[src/rtl/imem_pkg.sv]
// rtl/imem_pkg.sv - shared types and constants for the loadable instruction memory
package imem_pkg;

  typedef enum logic [1:0] {
    CLEAR = 2'd0,
    LOAD  = 2'd1,
    RUN   = 2'd2
  } imem_state_e;

  localparam logic [31:0] NOP_INSTR = 32'h0000_0013;

  typedef struct packed {
    logic [31:0] instr;
    logic        valid;
    logic        misalign;
    logic        range;
    logic        parity_err;
  } imem_fetch_s;

  localparam imem_fetch_s FETCH_RST = '{
    instr:      NOP_INSTR,
    valid:      1'b0,
    misalign:   1'b0,
    range:      1'b0,
    parity_err: 1'b0
  };

endpackage

[src/rtl/imem_array.sv]
// rtl/imem_array.sv - word storage with one write port and one async read port
// IMEM_PARITY_EN adds an even-parity bit per word, generated on write and checked on read.
module imem_array #(
  parameter int DEPTH = 64,
  parameter int XLEN  = 32
) (
  input  logic                     clk,
  input  logic                     we,
  input  logic [$clog2(DEPTH)-1:0] waddr,
  input  logic [XLEN-1:0]          wdata,
  input  logic [$clog2(DEPTH)-1:0] raddr,
  output logic [XLEN-1:0]          rdata,
  output logic                     parity_err
);

`ifdef IMEM_PARITY_EN
  logic [XLEN:0] mem [DEPTH];

  always_ff @(posedge clk) begin
    if (we) mem[waddr] <= {^wdata, wdata};
  end

  // Stored word plus its parity bit must XOR to zero when intact.
  assign rdata      = mem[raddr][XLEN-1:0];
  assign parity_err = ^mem[raddr];
`else
  logic [XLEN-1:0] mem [DEPTH];

  always_ff @(posedge clk) begin
    if (we) mem[waddr] <= wdata;
  end

  assign rdata      = mem[raddr];
  assign parity_err = 1'b0;
`endif

endmodule

[src/rtl/imem_loadable.sv]
// rtl/imem_loadable.sv - run-time loadable instruction memory with byte-addressed fetch
// Stored-word parity checking is enabled by defining IMEM_PARITY_EN.
module imem_loadable
  import imem_pkg::*;
#(
  parameter int DEPTH          = 64,
  parameter int XLEN           = 32,
  parameter int ADDR_W         = 32,
  parameter int REG_READ       = 0,
  parameter int CLEAR_ON_RESET = 1
) (
  input  logic              clk,
  input  logic              reset,
  input  logic [ADDR_W-1:0] fetch_addr,
  output logic [XLEN-1:0]   instr,
  output logic              instr_valid,
  output logic              fault_misalign,
  output logic              fault_range,
  output logic              parity_err,
  input  logic              load_start,
  input  logic              load_valid,
  output logic              load_ready,
  input  logic [XLEN-1:0]   load_data,
  input  logic              load_last,
  output logic              busy
);

  localparam int IDX_W = $clog2(DEPTH);
  localparam logic [IDX_W-1:0] LAST_IDX = IDX_W'(DEPTH - 1);
  localparam imem_state_e RESET_STATE = (CLEAR_ON_RESET != 0) ? CLEAR : LOAD;

  imem_state_e      state_q, state_d;
  logic [IDX_W-1:0] ptr_q, ptr_d;
  logic             we;
  logic [XLEN-1:0]  wdata;
  logic [XLEN-1:0]  rdata;
  logic             rd_perr;
  logic             misalign, out_of_range, fetch_ok;
  imem_fetch_s      fetch_d, fetch_q;

  imem_array #(
    .DEPTH (DEPTH),
    .XLEN  (XLEN)
  ) u_array (
    .clk        (clk),
    .we         (we),
    .waddr      (ptr_q),
    .wdata      (wdata),
    .raddr      (fetch_addr[IDX_W+1:2]),
    .rdata      (rdata),
    .parity_err (rd_perr)
  );

  always_ff @(posedge clk) begin
    if (reset) begin
      state_q <= RESET_STATE;
      ptr_q   <= '0;
    end else begin
      state_q <= state_d;
      ptr_q   <= ptr_d;
    end
  end

  always_comb begin
    state_d    = state_q;
    ptr_d      = ptr_q;
    we         = 1'b0;
    wdata      = '0;
    load_ready = 1'b0;
    busy       = 1'b1;
    unique case (state_q)
      CLEAR: begin
        we    = 1'b1;
        ptr_d = ptr_q + IDX_W'(1);
        if (ptr_q == LAST_IDX) begin
          state_d = LOAD;
          ptr_d   = '0;
        end
      end
      LOAD: begin
        load_ready = 1'b1;
        if (load_valid) begin
          we    = 1'b1;
          wdata = load_data;
          ptr_d = ptr_q + IDX_W'(1);
          // A full array ends the load rather than wrapping onto word 0.
          if (load_last || ptr_q == LAST_IDX) begin
            state_d = RUN;
            ptr_d   = '0;
          end
        end
      end
      RUN: begin
        busy = 1'b0;
        if (load_start) begin
          state_d = LOAD;
          ptr_d   = '0;
        end
      end
      default: state_d = RESET_STATE;
    endcase
    if (reset) begin
      we         = 1'b0;
      load_ready = 1'b0;
      busy       = 1'b1;
    end
  end

  // Power-of-two depth: any set bit above the index field is out of range.
  assign misalign     = |fetch_addr[1:0];
  assign out_of_range = |fetch_addr[ADDR_W-1:IDX_W+2];
  assign fetch_ok     = (state_q == RUN) && !load_start && !misalign && !out_of_range;

  always_comb begin
    fetch_d = FETCH_RST;
    if (!reset) begin
      fetch_d.misalign   = misalign;
      fetch_d.range      = out_of_range;
      fetch_d.parity_err = fetch_ok && rd_perr;
      fetch_d.valid      = fetch_ok && !rd_perr;
      if (fetch_ok && !rd_perr) fetch_d.instr = 32'(rdata);
    end
  end

  generate
    if (REG_READ != 0) begin : g_reg_read
      always_ff @(posedge clk) begin
        if (reset) fetch_q <= FETCH_RST;
        else       fetch_q <= fetch_d;
      end
    end else begin : g_comb_read
      always_comb fetch_q = fetch_d;
    end
  endgenerate

  assign instr          = XLEN'(fetch_q.instr);
  assign instr_valid    = fetch_q.valid;
  assign fault_misalign = fetch_q.misalign;
  assign fault_range    = fetch_q.range;
  assign parity_err     = fetch_q.parity_err;

endmodule

[config.mk]
export PLATFORM = sky130hd
export DESIGN_NAME = imem_loadable
export DESIGN_NICKNAME = d
export VERILOG_FILES = /design/src/rtl/imem_pkg.sv /design/src/rtl/imem_array.sv /design/src/rtl/imem_loadable.sv
export SDC_FILE = /design/constraint.sdc
export NUM_CORES = 2
export LEC_CHECK = 0
export ABC_AREA = 0
export BUFFER_PORTS_ARGS = -buffer_cell sky130_fd_sc_hd__buf_2
export CAP_MARGIN = 20
export CORE_MARGIN = 2
export CORE_UTILIZATION = 56
export CTS_CLUSTER_DIAMETER = 60
export CTS_CLUSTER_SIZE = 16
export DETAILED_ROUTE_END_ITERATION = 8
export PLACE_DENSITY = 0.81
export RECOVER_POWER = 100
export SYNTH_ARGS = -nofsm -noshare
export SYNTH_HDL_FRONTEND = slang
export SYNTH_SLANG_ARGS = --single-unit
export TNS_END_PERCENT = 50
[constraint.sdc]
create_clock -name clk -period 5.3 [get_ports clk]
set_input_delay 0.53 -clock clk [delete_from_list [all_inputs] [get_ports clk]]
set_output_delay 0.53 -clock clk [all_outputs]
set_load 0.01 [all_outputs]
==> impl_metrics.json <==
{
  "status": "complete, but fails checks",
  "violations": "max-capacitance violations, max-slew violations",
  "post-route-cell-area_mm2": 0.0864,
  "drt_iter0_drc": 7466,
  "r2r-end": "u_array.mem[58][27]",
  "seqPwrFrac_pct": 59.2,
  "grtUsageMet3_pct": 8.27,
  "wirelength_mm": 210,
  "slew_viol_final": 1958,
  "holdCritPathClass": "in2reg",
  "fin_crit_sh_pct": 93.4,
  "crit_family": "buffers and inverters",
  "async_reset_ff_share_pct": 0,
  "rrSetupSlack_ns": 0.35,
  "post-route-min-period_ns": 4.95,
  "synth_seq_area_share_pct": 78.2,
  "clock_path_buffers": 3,
  "startpoint_type": "register",
  "htree_levels": 4,
  "grt_most_used_layer": "met2",
  "netlist_top_cells_area": "edfxtp_1 (78%), mux4_2 (15%), mux2i_1 (0.98%), a22oi_1 (0.78%), clkbuf_1 (0.49%)",
  "reg2reg_from": "state_q[1]",
  "crit_fanout": 7,
  "critPathCaptureType": "output port",
  "crit_start": "state_q[0]",
  "cap_viol_max_count": 77,
  "hold_violations": 0,
  "clockRootBuffer": "clkbuf_16",
  "rsz0062_at_grt": "false",
  "dieArea_mm2": 0.144,
  "synth_ff_type": "edfxtp_1",
  "synth_cells": 3419,
  "final_antenna_net_count": 0,
  "synth_area_mm2": 0.0788,
  "grt_max_degree": 115,
  "cts_buffers": 148,
  "syn2layout_area_growth_pct": 9.60,
  "synth_common_cells": "edfxtp_1 (2048), mux4_2 (530), clkbuf_1 (102)",
  "cts_sinks": 2056,
  "overflow": 0,
  "drt_first_pass_iters": 7,
  "avgSynthCellArea_um2": 23.1,
  "synth_cell_type_count": 57,
  "required_ns": 4.77,
  "grt_usage_pct": 29.0,
  "p_leak_nw": 28.6,
  "first_global_vias": 40200,
  "nNetsFinal": 3730,
  "die_height_um": 379,
  "dp_slack_ns": 1.16,
  "powerDensity_mw_per_mm2": 357,
  "drive_gt1_share_pct": 25.1,
  "fp-row-count": 137,
  "holdPathStages": 2,
  "cts_tree": "yes",
  "syn-num-nets": 3494,
  "cp-endpoint": "instr[22]",
  "drcViolationCount": 0,
  "pin_count": 107,
  "reg2regPathDepth": 5,
  "routabilityCongestion": 0.837,
  "max-slew-margin-rel_pct": -124,
  "post-dp-hpwl_mm": 110,
  "setup_ws_ns": 0.349,
  "p_clk_share_pct": 34.5,
  "core_area_mm2": 0.140,
  "cp_cell_sequence": "inv_1 > ha_1 > nor2b_1 > nand3b_1 > or3_1 > inv_1 > clkbuf_1 > nand2_1 > a311oi_1 > clkbuf_1",
  "post-synth-top-area-cell": "edfxtp_1",
  "port_buffers": 105,
  "internal-power_mw": 24.1,
  "fmax_mhz": 202,
  "synth-seq-cells": 2056,
  "grt_pass1_wl_mm": 291,
  "grt_use_met1_pct": 38.2,
  "routed_via_density": 7.22,
  "power_switching_mw": 6.73,
  "cts_resized": 0,
  "yosysTopAreaCellShare_pct": 78.0,
  "worstSetupPathType": "reg2out",
  "fin_hold_ws_ns": 0.192,
  "setup_viol": 0,
  "path_clk_slew_ns": 0.07,
  "cp_slowest_cell": "clkbuf_1",
  "met2_usage_pct": 45.1,
  "crit_arrival_ns": 4.42,
  "switching_share_pct": 21.8,
  "critPathBufInv": 4,
  "dieWidth_um": 379,
  "num_vias": 40200,
  "routedWlPerCell_um": 37.7,
  "initial_core_util_pct": 56.5,
  "ys.warnings.count": 0,
  "cp.depth": 10,
  "antenna_found_initial": 7,
  "p_comb_share_pct": 6.3,
  "synth_most_common_cell": "edfxtp_1",
  "place_area_mm2": 0.0827,
  "finalPower_mw": 30.8,
  "ir_worst_vdd_uv": 232,
  "finClkSkew_ns": 0.0293,
  "slowest_delay_ns": 0.54,
  "tightest_slew_ns": 3.36,
  "setup-tns-final_ns": 0,
  "clk_latency_ns": 0.82,
  "holdBufCountCts": 0,
  "post_cts_buffers": 0,
  "synth_edf_count": 2048
}
worst min path at each step:
stage | endpoint | start
after floorplan | state_q[1] | state_q[1]
after global routing | ptr_q[5] | reset
after detailed placement | state_q[1] | state_q[1]
final | ptr_q[5] | reset
after CTS | ptr_q[5] | reset
after global placement | state_q[1] | state_q[1]
power groups by stage:
stage          logic [mW]  registers [mW]  clock network, mW
2_1_floorplan        1.18            18.6                  0
3_3_place_gp         1.86            18.6                  0
3_5_place_dp         1.91            18.6                  0
4_1_cts              1.94            18.2               10.6
5_1_grt              2.00            18.3               11.2
6_report             1.93            18.3               10.6
placed cells by master (no fill, tap or decap), drive strengths merged, types with 6 or more instances in the layout:
cell          instances
edfxtp             2048
mux4                530
clkbuf              276
buf                 157
nor2                 87
a22oi                82
mux2i                77
nand2                50
and3                 49
o22ai                30
nand3                24
a211oi               23
a21oi                21
a221oi               20
a22o                 18
inv                  18
a2111oi              17
nor2b                15
o21ai                14
nor3                 10
dlymetal6s4s          9
a31oi                 8
dlymetal6s2s          8
dfxtp                 8
nand3b                7
nor4                  7
a311oi                6
o211ai                6
ha                    6
clkinv                6
layout make-up:
type | instances | area [um2]
repair buffers | 284 | 1980
diodes | 2 | 5.00
fillers | 8872 | 53100
well taps | 1876 | 2350
clock inverters | 19 | 220
clock buffers | 166 | 3870
inverters | 8 | 30.0
flip-flops and latches | 2056 | 61700
multi-input cells | 1157 | 16300
through the flow:
step / utilization [%] / cells
finish: 61.9 / 5568
global route: 61.9 / 5566
CTS: 62.2 / 5536
detailed placement: 59.3 / 5351
global placement: 59.3 / 5351
floorplan: - / 3419
logic make-up (layout without fill, tap and decap cells):
kind of cell | Yosys count | count (layout) | synth area share (%)
AO/OA/AOI/OAI | 265 | 265 | 2.47
XOR/XNOR | 2 | 2 | 0.0222
adder cells (fa/ha/maj) | 6 | 6 | 0.0952
buffers and inverters | 206 | 477 | 1.30
flip-flops | 2056 | 2056 | 78.2
multiplexers | 610 | 610 | 16.2
other | 1 | 3 | 0.00476
AND/OR/NAND/NOR | 273 | 273 | 1.71
metal layers:
layer  vias to the layer above  share of wire (%)
li1                      15000                  -
met1                     20700                 33
met2                      3773                 47
met3                       650                 14
met4                         6                5.6
met5                         -              0.022
flip-flops by register name, summed over array words and instances, names as in the netlist:
register and cells:
ptr_q 6, u_array.mem 2048, state_q 2
worst reg2reg max path: cells and delay by family, from the launching register on:
kind / cells / cell delay (ns)
adders and majority gates: 1 / 0.21
buffers and inverters: 3 / 2.71
DFF: 1 / 0.34
and+or+nand+nor: 1 / 1.23
(Power assumes the default switching activity.)
